--- src/rtl/alu_wb_skid_stage_pkg.sv ---
// Shared definitions for the ALU write-back skid stage: field encodings, widths,
// the buffered entry layout and the occupancy state.
package alu_wb_skid_stage_pkg;

    localparam int DW    = 128;
    localparam int AW    = 5;
    localparam int DEPTH = 2;

    typedef enum logic [2:0] {
        PPP_A = 3'b000,
        PPP_U = 3'b001,
        PPP_D = 3'b010,
        PPP_E = 3'b011,
        PPP_O = 3'b100
    } ppp_e;

    typedef enum logic [1:0] {
        W8  = 2'b00,
        W16 = 2'b01,
        W32 = 2'b10,
        W64 = 2'b11
    } ww_e;

    // Occupancy doubles as the FSM state: the encoding is the entry count.
    typedef enum logic [1:0] {
        ST_EMPTY = 2'd0,
        ST_ONE   = 2'd1,
        ST_TWO   = 2'd2
    } state_e;

    typedef struct packed {
        logic [0:DW-1] data;
        logic [0:AW-1] rd;
        logic          wen;
    } wb_entry_t;

endpackage

--- src/rtl/alu_wb_skid_stage_if.sv ---
// Upstream (ALU) and downstream (register file) handshake bundle of the write-back stage.
interface alu_wb_skid_stage_if;
    import alu_wb_skid_stage_pkg::*;

    logic          in_valid;
    logic          in_ready;
    logic [0:DW-1] in_result;
    logic [0:DW-1] in_old;
    logic [0:AW-1] in_rd;
    logic          in_wen;
    logic [0:2]    in_ppp;
    logic [0:1]    in_ww;

    logic          out_valid;
    logic          out_ready;
    logic [0:DW-1] out_data;
    logic [0:AW-1] out_rd;
    logic          out_wen;

    modport master (
        output in_valid, in_result, in_old, in_rd, in_wen, in_ppp, in_ww,
        input  in_ready,
        input  out_valid, out_data, out_rd, out_wen,
        output out_ready
    );

    modport slave (
        input  in_valid, in_result, in_old, in_rd, in_wen, in_ppp, in_ww,
        output in_ready,
        output out_valid, out_data, out_rd, out_wen,
        input  out_ready
    );

endinterface

--- src/rtl/alu_wb_skid_stage_mask.sv ---
// Participation mask generator: bit k of mask selects in_result over the old register value.
// Bit 0 is the MSB and element 0 the most significant element.
module wb_ppp_mask
    import alu_wb_skid_stage_pkg::*;
(
    input  logic [0:2]    in_ppp,
    input  logic [0:1]    in_ww,
    output logic [0:DW-1] mask,
    output logic          ppp_ok
);

    assign ppp_ok = (in_ppp <= PPP_O);

    for (genvar k = 0; k < DW; k++) begin : g_bit
        localparam logic [6:0] KIDX = 7'(k);
        logic elem_odd;
        logic bit_sel;

        // Element parity is simply bit (3+ww) of the bit index.
        assign elem_odd = (in_ww == W8)  ? KIDX[3] :
                          (in_ww == W16) ? KIDX[4] :
                          (in_ww == W32) ? KIDX[5] : KIDX[6];

        always_comb begin
            bit_sel = 1'b0;
            case (in_ppp)
                PPP_A:   bit_sel = 1'b1;
                PPP_U:   bit_sel = ~KIDX[6];
                PPP_D:   bit_sel = KIDX[6];
                PPP_E:   bit_sel = ~elem_odd;
                PPP_O:   bit_sel = elem_odd;
                default: bit_sel = 1'b0;
            endcase
        end

        assign mask[k] = bit_sel;
    end

endmodule

--- src/rtl/alu_wb_skid_stage.sv ---
// Write-back stage: merges the ALU result into the old register value and buffers the
// write in a 2-entry skid FIFO in front of the register-file write port.
module alu_wb_skid_stage
    import alu_wb_skid_stage_pkg::*;
(
    input  logic               clk,
    input  logic               reset,
    alu_wb_skid_stage_if.slave bus
);

    logic [0:DW-1] mask;
    logic          ppp_ok;
    wb_entry_t     new_entry;
    wb_entry_t     entries [DEPTH];
    state_e        state;
    state_e        state_next;
    logic          head;
    logic          head_next;
    logic          tail;
    logic          push;
    logic          pop;

    wb_ppp_mask u_mask (
        .in_ppp (bus.in_ppp),
        .in_ww  (bus.in_ww),
        .mask   (mask),
        .ppp_ok (ppp_ok)
    );

    always_comb begin
        new_entry.data = (bus.in_result & mask) | (bus.in_old & ~mask);
        new_entry.rd   = bus.in_rd;
        new_entry.wen  = bus.in_wen & ppp_ok;
    end

    assign push = bus.in_valid  && bus.in_ready;
    assign pop  = bus.out_valid && bus.out_ready;
    assign tail = (state == ST_ONE) ? ~head : head;

    always_ff @(posedge clk or posedge reset) begin
        if (reset) begin
            state <= ST_EMPTY;
            head  <= 1'b0;
        end else begin
            state <= state_next;
            head  <= head_next;
        end
    end

    // Head only moves when another entry stays behind, so an empty FIFO keeps
    // presenting the last written entry.
    always_comb begin
        state_next = state;
        head_next  = head;
        case (state)
            ST_EMPTY: begin
                if (push) state_next = ST_ONE;
            end
            ST_ONE: begin
                if (push && !pop)      state_next = ST_TWO;
                else if (pop && !push) state_next = ST_EMPTY;
                else if (push && pop)  head_next  = ~head;
            end
            ST_TWO: begin
                if (pop) begin
                    state_next = ST_ONE;
                    head_next  = ~head;
                end
            end
            default: begin
                state_next = ST_EMPTY;
                head_next  = 1'b0;
            end
        endcase
    end

    always_ff @(posedge clk or posedge reset) begin
        if (reset) begin
            for (int i = 0; i < DEPTH; i++) entries[i] <= '0;
        end else if (push) begin
            entries[tail] <= new_entry;
        end
    end

    always_comb begin
        bus.in_ready  = (state != ST_TWO);
        bus.out_valid = (state != ST_EMPTY);
        bus.out_data  = entries[head].data;
        bus.out_rd    = entries[head].rd;
        bus.out_wen   = entries[head].wen;
    end

endmodule

--- src/flat_wrapper.sv ---
// flat-port wrapper written by rule: the top's interface ports become plain ports
module alu_wb_skid_stage_flat import alu_wb_skid_stage_pkg::*;
  (clk, reset, bus_in_valid, bus_in_result, bus_in_old, bus_in_rd, bus_in_wen, bus_in_ppp, bus_in_ww, bus_in_ready, bus_out_valid, bus_out_data, bus_out_rd, bus_out_wen, bus_out_ready);
  alu_wb_skid_stage_if bus_i ();
  input  logic clk;
  input  logic reset;
  input wire logic [$bits(bus_i.in_valid)-1:0] bus_in_valid;
  input wire logic [$bits(bus_i.in_result)-1:0] bus_in_result;
  input wire logic [$bits(bus_i.in_old)-1:0] bus_in_old;
  input wire logic [$bits(bus_i.in_rd)-1:0] bus_in_rd;
  input wire logic [$bits(bus_i.in_wen)-1:0] bus_in_wen;
  input wire logic [$bits(bus_i.in_ppp)-1:0] bus_in_ppp;
  input wire logic [$bits(bus_i.in_ww)-1:0] bus_in_ww;
  output wire logic [$bits(bus_i.in_ready)-1:0] bus_in_ready;
  output wire logic [$bits(bus_i.out_valid)-1:0] bus_out_valid;
  output wire logic [$bits(bus_i.out_data)-1:0] bus_out_data;
  output wire logic [$bits(bus_i.out_rd)-1:0] bus_out_rd;
  output wire logic [$bits(bus_i.out_wen)-1:0] bus_out_wen;
  input wire logic [$bits(bus_i.out_ready)-1:0] bus_out_ready;
  assign bus_i.in_valid = bus_in_valid;
  assign bus_i.in_result = bus_in_result;
  assign bus_i.in_old = bus_in_old;
  assign bus_i.in_rd = bus_in_rd;
  assign bus_i.in_wen = bus_in_wen;
  assign bus_i.in_ppp = bus_in_ppp;
  assign bus_i.in_ww = bus_in_ww;
  assign bus_in_ready = bus_i.in_ready;
  assign bus_out_valid = bus_i.out_valid;
  assign bus_out_data = bus_i.out_data;
  assign bus_out_rd = bus_i.out_rd;
  assign bus_out_wen = bus_i.out_wen;
  assign bus_i.out_ready = bus_out_ready;
  alu_wb_skid_stage u_core (.clk(clk), .reset(reset), .bus(bus_i));
endmodule
--- config.mk ---
export PLATFORM = sky130hd
export DESIGN_NAME = alu_wb_skid_stage_flat
export DESIGN_NICKNAME = d
export VERILOG_FILES = /design/src/rtl/alu_wb_skid_stage_pkg.sv /design/src/rtl/alu_wb_skid_stage_if.sv /design/src/rtl/alu_wb_skid_stage_mask.sv /design/src/rtl/alu_wb_skid_stage.sv /design/src/flat_wrapper.sv
export SDC_FILE = /design/constraint.sdc
export NUM_CORES = 1
export LEC_CHECK = 0
export CORE_MARGIN = 3
export CORE_UTILIZATION = 47
export DETAILED_ROUTE_END_ITERATION = 6
export PLACE_DENSITY = 0.8
export SYNTH_ARGS = -nofsm -noshare
export SYNTH_HDL_FRONTEND = slang
export SYNTH_SLANG_ARGS = --single-unit
--- constraint.sdc ---
create_clock -name clk -period 11.25 [get_ports clk]
set_input_delay 1.125 -clock clk [delete_from_list [all_inputs] [get_ports clk]]
set_output_delay 1.125 -clock clk [all_outputs]
set_load 0.05 [all_outputs]
==> summary.md <==
| Metric | Value |
|---|---|
| Status | `finished, final reports clean` |
| Sequential cell area fraction in the yosys report | `0.5142` |
| Full die area | `0.03010 sq mm` |
| # Post-CTS Setup Buffers | `0` |
| CTS resizes | `0` |
| DRT Pass-1 Iters | `5` |
| Setup crit start | `u_core.head$_DFFE_PP0P_` |
| DP Worst Slack | `7.041 ns` |
| Period minus WS final | `4.785 ns` |
| Synth top area share | `0.5142` |
| Post-route clock period utilization | `0.4253` |
| Hold Crit Start | `u_core.entries[209]$_DFFE_PP0P_` |
| Post-Syn Area | `0.01319 sq mm` |
| DP Area | `0.01740 sq mm` |
| I/O Buffers | `406` |
| Worst-path clk slew | `0.06 ns` |
| Initial antenna violation count | `2` |
| Via count | `11434` |
| Global route overflow | `0` |
| Top post-synthesis cells by area | `dfrtp_1 (51%), mux2_2 (12%), mux2i_1 (6.7%)` |
| I/O pin count | `407` |
| CTS tree | `done` |
| Slew HR | `0.2536` |
| Die Wd | `173.5 microns` |
| Synthesized net count | `1593` |
| TNS Setup | `0 ns` |
| Row count | `60` |
| Initial DRC count | `870` |
| CP endpoint kind | `output port` |
| Core area | `0.02725 sq mm` |
| Post-synthesis cell type count | `34` |
| WP data arrival | `3.66 ns` |
| Post-route cell area | `0.01844 sq mm` |
| Worst IR Drop VDD | `0.3108 mV` |
| Mean Syn Cell Area | `10.07 sq um` |
| Placer Congestion | `0.9033` |
| Start of the worst register-to-register path | `u_core.head$_DFFE_PP0P_` |
| Clock Tree Root | `clkbuf_16` |
| #FFs+latches synth | `271` |
| CTS Hold Bufs | `0` |
| Max Slew Vio Count | `0` |
| ANT nets after route | `0` |
| Leak Pwr | `7.890 nW` |
| RSZ-0062 raised after global routing | `false` |
| Setup CP Type | `reg -> out` |
| Net Sw Power | `2.995 mW` |
| Synth Instances | `1309` |
| Layout cells sized above 1 | `0.1206` |
| EDFF count, synth | `0` |
| Vias in the first global route | `11926` |
| Number of max-cap violations | `0` |
| Die height | `173.5 microns` |
| Reg2Reg Depth | `4` |
| DR vias/cell | `5.556` |
| Drt drc | `0` |
| Clock Power Share | `0.161` |
| CTS Buf Count | `29` |
| HPWL Detailed | `29270 microns` |
| Setup Skew | `0.007341 ns` |
| Internal power | `3.411 mW` |
| CTS Sinks | `271` |
| Synth area leader | `dfrtp_1` |
| Total power | `6.406 mW` |
| Setup ws final | `6.465 ns` |
| Clock Path Buffers | `3` |
| Initial core utilization | `0.4839` |
| H-tree levels | `1` |
| Worst setup SP type | `register` |
| Reg-to-reg endpoint | `u_core.entries[154]$_DFFE_PP0P_` |
| Seq pwr share | `0.282` |
| Largest net degree at the start of global routing | `132` |
| Overall Global Routing Usage | `0.2636` |
| # setup viols final | `0` |
| Area grow syn2layout | `39.84%` |
| Ys Warns | `0` |
| Worst Hold Class | `reg -> reg` |
| Clk_lat worst skew | `0.53 ns` |
| Worst Tran Pin Value | `1.120 ns` |
| Fin. Hold Viols | `0` |
| FMAX | `209.0 MHz` |
| WL final | `40890 microns` |
| Async set or reset register ratio after synthesis | `1.000` |
| Final net count | `1947` |
| Combinational power share | `0.557` |
| Total power divided by cell area | `347.4 mW/mm^2` |
| Average wire per standard cell | `19.87 microns` |
| Sw Ratio | `0.4675` |
| Worst setup path end | `bus_out_data[36]` |
| Global-route wire length before repair | `64390 microns` |
| Setup slack, reg-to-reg | `7.89 ns` |
| Top_reg_cell synth | `dfrtp_1` |
| Required time of the worst setup path | `10.13 ns` |
| Worst-path fanout max | `75` |
registers in the layout, indices dropped and copies added (netlist names):
register and count:
u_core.entries 268, u_core.head 1, u_core.state 2
layout make-up:
type | count | area [sq um]
fillers | 2097 | 8810
flip-flops and latches | 271 | 6785
multi-input cells | 937 | 5987
repair buffers | 413 | 4116
clock buffers | 41 | 830.8
well taps | 372 | 465.4
clock inverters | 10 | 200.2
inverters | 11 | 48.80
diodes | 3 | 7.507
cells by family (layout without fill, tap and decap cells):
family | Yosys count | after routing | synth area share
compound gates | 330 | 330 | 0.1420
mux | 223 | 223 | 0.1821
other cells | 0 | 3 | 0
buf+inv | 101 | 475 | 0.03406
xor+xnor | 2 | 2 | 0.001329
flops | 271 | 271 | 0.5142
fa+ha+maj | 13 | 13 | 0.01233
simple gates | 369 | 369 | 0.1139
placed cells by master (no fill, tap or decap), types with 7 or more instances in the layout:
| master | n |
|---|---|
| nand3_1 | 41 |
| clkbuf_16 | 29 |
| o21ai_1 | 64 |
| mux2i_1 | 88 |
| ha_1 | 13 |
| nor2_1 | 90 |
| dfrtp_1 | 270 |
| mux2_2 | 135 |
| a31oi_1 | 80 |
| inv_1 | 10 |
| nand2_1 | 212 |
| o21ai_0 | 159 |
| nand2b_1 | 11 |
| clkdlybuf4s50_1 | 406 |
| buf_4 | 7 |
how the worst min path moves through the flow:
stage / slack, ns / to / cells past startpoint
floorplan: 0.44 / u_core.entries[1]$_DFFE_PP0P_ / 2
global placement: 0.46 / u_core.entries[54]$_DFFE_PP0P_ / 2
detailed placement: 0.46 / u_core.entries[73]$_DFFE_PP0P_ / 2
CTS: 0.48 / u_core.entries[73]$_DFFE_PP0P_ / 2
global route: 0.50 / u_core.entries[184]$_DFFE_PP0P_ / 2
finish: 0.47 / u_core.entries[209]$_DFFE_PP0P_ / 2
through the flow:
step | hold slack (ns) | utilization | instances
after floorplan | 0.4401 | - | 1309
after global placement | 0.4553 | 0.6386 | 2004
after detailed placement | 0.4641 | 0.6386 | 2004
after CTS | 0.4782 | 0.6764 | 2055
after global routing | 0.5032 | 0.6767 | 2058
final | 0.4723 | 0.6767 | 2058
worst max-delay path, stage by stage (launching register included):
cell and delay, ns:
dfrtp_4 1.02, buf_4 0.84, mux2_2 0.43, clkdlybuf4s50_1 0.71
metal layers:
metal  global-route usage  wire length (microns)  vias up
li1                     -                      -     5297
met1               0.3230                  15930     5523
met5                    0                      0        -
met4               0.1074                   1765        0
met3              0.05475                   3000      109
met2               0.4551                  20190      505
synth_stat cells (5+ instances only):
library cell  number
ha_1              13
o21ai_1           64
mux2_2           135
o21ai_0          159
buf_4              5
nand3_1           41
nor2_1            92
nand2_1          214
inv_1             11
nand2b_1          11
clkbuf_1          39
buf_1             10
a31oi_1           80
a21oi_1            5
dfrtp_1          271
buf_2             35
mux2i_1           88
a21o_1             5
power groups by stage:
stage               combinational, mW  sequential (mW)  clock [mW]
finish                           3.57             1.81        1.03
global route                     3.81             1.85        1.08
CTS                              3.58             1.80        1.04
detailed placement               3.57             1.80           0
global placement                 3.47             1.81           0
floorplan                        2.61             1.64           0
Note: power is estimated with default switching activity, not from simulation.
